[src/rtl/inertial_interface.sv]
// -----------------------------------------------------------------------------
// inertial_interface
//
// Producer side of the inertial data path. After reset it waits INIT_WAIT
// clocks for the IMU to boot, then writes four configuration registers through
// an external 16-bit SPI master. After that it reads pitch rate and Z
// acceleration (low byte first, then high byte) on every IMU data-ready
// interrupt. It presents the results as 16-bit words together with a
// one-cycle vld pulse.
//
// SPI master handshake:
//   wrt is a one-cycle request. It is raised only in the first cycle of a
//   CFG/RD state and only when no transfer is outstanding. cmd stays constant
//   from the wrt cycle until done is sampled high. done is taken into account
//   only while a transfer is outstanding (r_busy), so a done pulse with no
//   transfer outstanding is ignored. This includes a late done from a transfer
//   that was cut off by reset. rd_data[7:0] is captured in the done cycle.
//
// Ports:
//   clk      in   1   system clock
//   rst_n    in   1   synchronous active-low reset
//   INT      in   1   IMU data-ready interrupt (asynchronous, active high)
//   done     in   1   SPI master transaction complete (1-cycle pulse)
//   rd_data  in   16  SPI master read data, valid while done is high
//   wrt      out  1   start SPI transaction (1-cycle pulse)
//   cmd      out  16  SPI command word
//   vld      out  1   new ptch_rt/AZ available (1-cycle pulse)
//   ptch_rt  out  16  pitch rate {hi,lo}, raw two's complement
//   AZ       out  16  Z acceleration {hi,lo}, raw two's complement
//   o_state  out  4   current FSM state (debug visibility)
// -----------------------------------------------------------------------------
module inertial_interface #(
    parameter logic [15:0] INIT_WAIT = 16'hFFFF
) (
    input  logic        clk,
    input  logic        rst_n,
    input  logic        INT,
    input  logic        done,
    input  logic [15:0] rd_data,
    output logic        wrt,
    output logic [15:0] cmd,
    output logic        vld,
    output logic [15:0] ptch_rt,
    output logic [15:0] AZ,
    output logic [3:0]  o_state
);

    typedef enum logic [3:0] {
        S_WAIT  = 4'd0,
        S_CFG0  = 4'd1,
        S_CFG1  = 4'd2,
        S_CFG2  = 4'd3,
        S_CFG3  = 4'd4,
        S_IDLE  = 4'd5,
        S_RD_PL = 4'd6,
        S_RD_PH = 4'd7,
        S_RD_AL = 4'd8,
        S_RD_AH = 4'd9,
        S_DONE  = 4'd10
    } state_t;

    state_t      r_state;
    state_t      w_nxt_state;
    logic [15:0] r_wait_cnt;
    logic        r_int_s1;
    logic        r_int_s2;
    logic        r_int_s3;
    logic        r_pend;
    logic        r_busy;
    logic [7:0]  r_pl;
    logic [7:0]  r_ph;
    logic [7:0]  r_al;
    logic [15:0] r_ptch;
    logic [15:0] r_az;

    logic        w_int_rise;
    logic        w_xfer;
    logic        w_xfer_done;
    logic        w_in_init;
    logic        w_launch;
    logic [15:0] w_cmd;
    logic        w_unused_rd_hi;

    // Only the low byte of each SPI read carries register data.
    assign w_unused_rd_hi = ^rd_data[15:8];

    assign w_int_rise  = r_int_s2 & ~r_int_s3;
    assign w_xfer_done = r_busy & done;
    assign w_launch    = (r_state == S_IDLE) & (r_pend | w_int_rise);

    // Next-state, command decode and the flags that depend on the state.
    always_comb begin
        w_nxt_state = r_state;
        w_cmd       = 16'h0000;
        w_xfer      = 1'b0;
        w_in_init   = 1'b0;
        case (r_state)
            S_WAIT: begin
                w_in_init = 1'b1;
                if (r_wait_cnt == INIT_WAIT) w_nxt_state = S_CFG0;
            end
            S_CFG0: begin
                w_in_init = 1'b1;
                w_xfer    = 1'b1;
                w_cmd     = 16'h0D02;   // INT on data ready
                if (w_xfer_done) w_nxt_state = S_CFG1;
            end
            S_CFG1: begin
                w_in_init = 1'b1;
                w_xfer    = 1'b1;
                w_cmd     = 16'h1053;   // accel 208Hz +/-2g
                if (w_xfer_done) w_nxt_state = S_CFG2;
            end
            S_CFG2: begin
                w_in_init = 1'b1;
                w_xfer    = 1'b1;
                w_cmd     = 16'h1150;   // gyro 208Hz 245dps
                if (w_xfer_done) w_nxt_state = S_CFG3;
            end
            S_CFG3: begin
                w_in_init = 1'b1;
                w_xfer    = 1'b1;
                w_cmd     = 16'h1460;   // rounding on
                if (w_xfer_done) w_nxt_state = S_IDLE;
            end
            S_IDLE: begin
                if (w_launch) w_nxt_state = S_RD_PL;
            end
            S_RD_PL: begin
                w_xfer = 1'b1;
                w_cmd  = 16'hA200;
                if (w_xfer_done) w_nxt_state = S_RD_PH;
            end
            S_RD_PH: begin
                w_xfer = 1'b1;
                w_cmd  = 16'hA300;
                if (w_xfer_done) w_nxt_state = S_RD_AL;
            end
            S_RD_AL: begin
                w_xfer = 1'b1;
                w_cmd  = 16'hAC00;
                if (w_xfer_done) w_nxt_state = S_RD_AH;
            end
            S_RD_AH: begin
                w_xfer = 1'b1;
                w_cmd  = 16'hAD00;
                if (w_xfer_done) w_nxt_state = S_DONE;
            end
            S_DONE: begin
                w_nxt_state = S_IDLE;
            end
            default: begin
                w_nxt_state = S_WAIT;
            end
        endcase
    end

    // Every transfer state is left through a done. Because of that, r_busy is
    // clear on entry, and wrt fires exactly once: in the entry cycle.
    assign wrt     = w_xfer & ~r_busy;
    assign cmd     = w_cmd;
    assign vld     = (r_state == S_DONE);
    assign ptch_rt = r_ptch;
    assign AZ      = r_az;
    assign o_state = r_state;

    always_ff @(posedge clk) begin
        if (!rst_n) begin
            r_state    <= S_WAIT;
            r_wait_cnt <= 16'h0000;
            r_int_s1   <= 1'b0;
            r_int_s2   <= 1'b0;
            r_int_s3   <= 1'b0;
            r_pend     <= 1'b0;
            r_busy     <= 1'b0;
            r_pl       <= 8'h00;
            r_ph       <= 8'h00;
            r_al       <= 8'h00;
            r_ptch     <= 16'h0000;
            r_az       <= 16'h0000;
        end else begin
            r_state  <= w_nxt_state;
            r_int_s1 <= INT;
            r_int_s2 <= r_int_s1;
            r_int_s3 <= r_int_s2;

            if (r_state == S_WAIT) r_wait_cnt <= r_wait_cnt + 16'd1;

            if (wrt)              r_busy <= 1'b1;
            else if (w_xfer_done) r_busy <= 1'b0;

            // Interrupts are not meaningful until the IMU is configured.
            // Launching a read consumes the pending request. Any further edges
            // that arrive before the next launch collapse into one request.
            if (w_in_init || w_launch) r_pend <= 1'b0;
            else if (w_int_rise)       r_pend <= 1'b1;

            if (w_xfer_done) begin
                case (r_state)
                    S_RD_PL: r_pl <= rd_data[7:0];
                    S_RD_PH: r_ph <= rd_data[7:0];
                    S_RD_AL: r_al <= rd_data[7:0];
                    // The high AZ byte goes straight into the output word.
                    // This makes both words valid in the same cycle that vld
                    // (the DONE state) is high.
                    S_RD_AH: begin
                        r_ptch <= {r_ph, r_pl};
                        r_az   <= {rd_data[7:0], r_al};
                    end
                    default: ;
                endcase
            end
        end
    end

endmodule

[config.mk]
export PLATFORM = sky130hd
export DESIGN_NAME = inertial_interface
export DESIGN_NICKNAME = d
export VERILOG_FILES = /design/src/rtl/inertial_interface.sv
export SDC_FILE = /design/constraint.sdc
export NUM_CORES = 1
export LEC_CHECK = 0
export BUFFER_PORTS_ARGS = -buffer_cell sky130_fd_sc_hd__buf_2
export CELL_PAD_IN_SITES_DETAIL_PLACEMENT = 2
export CELL_PAD_IN_SITES_GLOBAL_PLACEMENT = 2
export CORE_MARGIN = 2
export CORE_UTILIZATION = 29
export CTS_BUF_LIST = sky130_fd_sc_hd__clkbuf_4 sky130_fd_sc_hd__clkbuf_8
export DETAILED_ROUTE_END_ITERATION = 16
export GPL_ROUTABILITY_DRIVEN = 0
export MAX_ROUTING_LAYER = met4
export PLACE_DENSITY_LB_ADDON = 0.15
export RECOVER_POWER = 100
export SLEW_MARGIN = 10
export SYNTH_ARGS = -nofsm -noshare
export SYNTH_HDL_FRONTEND = slang
export SYNTH_SLANG_ARGS = --single-unit
[constraint.sdc]
create_clock -name clk -period 2 [get_ports clk]
set_input_delay 0 -clock clk [delete_from_list [all_inputs] [get_ports clk]]
set_output_delay 0 -clock clk [all_outputs]
set_load 0.02 [all_outputs]
==> flow_summary.json <==
{
  "result_of_the_run": "completed",
  "timing.clock.skew_ns": 0.0108,
  "share_of_post_route_cells_with_drive_strength_above_1_pct": 11.5,
  "vias_per_cell": 4.81,
  "report.final.setup_viol": 0,
  "global_route_wire_length_before_repair_mm": 15.7,
  "holdCritStartpoint": "done",
  "finalNetCount": 479,
  "synth_top_cell_area_share_pct": 49.3,
  "htree_num_levels": 3,
  "number_of_max_slew_violations_in_the_final_report": 0,
  "power.ir.vdd_worst_mv": 0.356,
  "cts_tree": "done",
  "clock_tree.root_cell": "clkbuf_8",
  "wl_mm": 9.42,
  "initial_core_util_pct": 30.1,
  "via_count": 2897,
  "critical_path_maximum_fanout": 4,
  "post_synth_instance_area_um2": 3290,
  "synth.ff_latch_count": 81,
  "cts_num_sinks": 81,
  "drt_first_pass_iters": 4,
  "fin_total_pwr_mw": 2.98,
  "synth_cell_type_count": 37,
  "grt_resource_usage_total_pct": 16.3,
  "cp-start-kind": "flop",
  "remaining_drc_errors": 0,
  "clkTransAtPathRegs_ns": 0.09,
  "place.detailed.hpwl_mm": 6.30,
  "max_frequency_mhz": 526,
  "placed_area_um2": 3780,
  "antenna_cells": 0,
  "async_flop_share_pct": 0,
  "worst_ep_required_time_ns": 2.29,
  "number_of_synthesized_flops_with_an_enable_pin": 0,
  "max-cap-violations": 0,
  "timing_hold_violations_final": 0,
  "reg2reg_depth": 5,
  "worst_hold_path.endpoint": "r_busy",
  "cp_data_arrival_time_ns": 2.19,
  "reg2reg_end": "r_wait_cnt[11]",
  "port-buffer-count": 61,
  "timing.setup.critical_path_class": "flop to flop",
  "drtAntennaViolNets": 0,
  "detail_route.wl_per_cell_um": 15.6,
  "power_density_relative_to_cell_area_nw_per_um2": 739,
  "timing_worst_slew_pin_value_ns": 0.498,
  "synth_ff_type": "dfxtp_1",
  "finish.instance_area_um2": 4040,
  "die_height_um": 110,
  "synth_cells": 386,
  "timing.critical_path.cells": "or4_4 > or3_4 > clkbuf_2 > or3_1 > a21oi_1",
  "min-delay-path-class": "input port to flop",
  "initialDrtViolationCount": 64,
  "r2r-start": "o_state[3]",
  "first_global_vias": 2997,
  "period_share_pct": 95.1,
  "yosysSeqAreaShare_pct": 49.3,
  "die-width_um": 110,
  "worst_setup_path_end_kind": "flop",
  "cells_taking_the_most_area_after_synthesis": "dfxtp_1, nand2_1, mux2i_1, a21oi_1, nor2_1",
  "crit_path_setup_slack_layout_ns": 0.0976,
  "grt-ovfl-total": 0,
  "fin_crit_ns": 1.90,
  "areaGrowthSynthToFinish_pct": 22.9,
  "yosysWarningCount": 0,
  "grt_start_max_net_pins": 49,
  "overall_die_area_um2": 12200,
  "yosysMostFrequentCell": "dfxtp_1",
  "cts_made_buffers": 9,
  "rsz0062_at_grt": "no",
  "antenna_found_initial": 0,
  "r2r_slack_ns": 0.1,
  "placeableCoreArea_um2": 10900,
  "post_synth.cell_area_avg_um2": 8.52,
  "static_leakage_power_nw": 1.52,
  "maximum_cell_stage_delay_along_the_critical_path_ns": 0.54,
  "slew_headroom_pct": 66.7,
  "yosys_top_cell_by_area": "dfxtp_1",
  "hold_depth": 3,
  "critPathSlowestCell": "or4_4",
  "pre_cts_ws_ns": -0.00158,
  "startpoint": "o_state[3]",
  "final.hold.worst_slack_ns": 0.0417,
  "clk_latency_ns": 0.36,
  "floorplan.rows": 38,
  "boundaryPins": 74,
  "ctsLongestPathBuffers": 2,
  "yosys-top-cells-count": "dfxtp_1, nand2_1, a21oi_1, nor2_1, mux2i_1"
}
sequential cells by signal, indices dropped and copies added (netlist names):
register    flops
AZ             16
ptch_rt        16
r_wait_cnt     16
r_al            8
r_ph            8
r_pl            8
o_state         4
r_busy          1
r_int_s1        1
r_int_s2        1
r_int_s3        1
r_pend          1
worst max-delay path by stage:
stage	endpoint	slack, ns	cells after the start
after global routing	r_wait_cnt[11]	0.04	5
after global placement	r_wait_cnt[13]	0.05	4
after CTS	r_wait_cnt[13]	0.002	4
after detailed placement	r_wait_cnt[13]	-0.002	4
final	r_wait_cnt[11]	0.1	5
after floorplan	r_wait_cnt[13]	-0.13	6
per-stage QoR:
step	setup TNS, ns	cells	utilization, %
floorplan	-0.157	389	-
global placement	0	575	34.6
detailed placement	-0.00158	575	34.6
CTS	0	601	37.5
global route	0	602	36.9
finish	0	602	36.9
where the power goes:
| group | switching, mW | internal (mW) | total, mW |
|---|---|---|---|
| registers | 0.00609 | 1.62 | 1.62 |
| clock network | 0.625 | 0.641 | 1.27 |
| logic | 0.0609 | 0.0342 | 0.0951 |
cells in the final DEF (no fill, tap or decap), types with 2 or more instances in the layout:
cell type,instances
dfxtp_1,79
nand2_1,77
clkbuf_1,50
a21oi_1,44
nor2_1,35
mux2i_1,25
buf_2,13
clkbuf_8,11
dlygate4sd3_1,11
buf_4,10
nor2b_1,7
nand4_1,7
o21a_1,6
o21ai_0,6
xor2_1,6
or3_1,5
nand3_1,5
nor3_1,4
nand2b_1,4
and2_1,4
and3_1,4
o31ai_1,4
conb_1,4
nor3b_1,3
or2_2,3
nor4_1,3
or4_1,3
xnor2_1,3
clkbuf_2,3
a211oi_1,2
and2_0,2
or4_4,2
clkinv_4,2
buf_12,2
routing by layer:
layer	wire (um)	vias up	GRT usage, %	part of all wire (%)
met4	102	0	5.50	1.1
met3	289	7	4.23	3.1
met5	0	-	-	0
met2	4490	38	25.4	48
met1	4530	1421	20.5	48
li1	-	1431	-	-
final cells by class:
type / count / area [um^2]
Clock buffer: 11 / 151
Timing Repair Buffer: 89 / 493
Tap cell: 140 / 175
Multi-Input combinational cell: 275 / 1530
Sequential cell: 81 / 1630
Fill cell: 1303 / 6900
Clock inverter: 4 / 52.6
Inverter: 2 / 7.51
cell families after synthesis:
| kind of cell | count (synthesis) | synth area share (%) |
|---|---|---|
| AND/OR/NAND/NOR | 172 | 24.5 |
| flip-flops | 81 | 49.3 |
| AO/OA/AOI/OAI | 64 | 10.9 |
| buffers and inverters | 33 | 4.76 |
| multiplexers | 25 | 7.61 |
| XOR/XNOR | 9 | 2.40 |
| adder cells (fa/ha/maj) | 1 | 0.381 |
| other | 1 | 0.114 |
repair_timing:
| item | 4_1_cts | 5_1_grt |
|---|---|---|
| pin swaps | 0 | 4 |
| buffers inserted | 0 | 1 |
| setup endpoints to repair | 1 | 2 |
| hold buffers | 11 | 0 |
| hold endpoints to repair | 39 | 0 |
| resized for setup | 1 | 3 |
critical path: cells and delay by family, from the launching register on:
kind	cells	cell delay (ns)
AOI/OAI and AO/OA	1	0.13
buffers and inverters	1	0.14
DFF	1	0.32
and+or+nand+nor	3	1.25
Power figures use the tool's default switching activity.
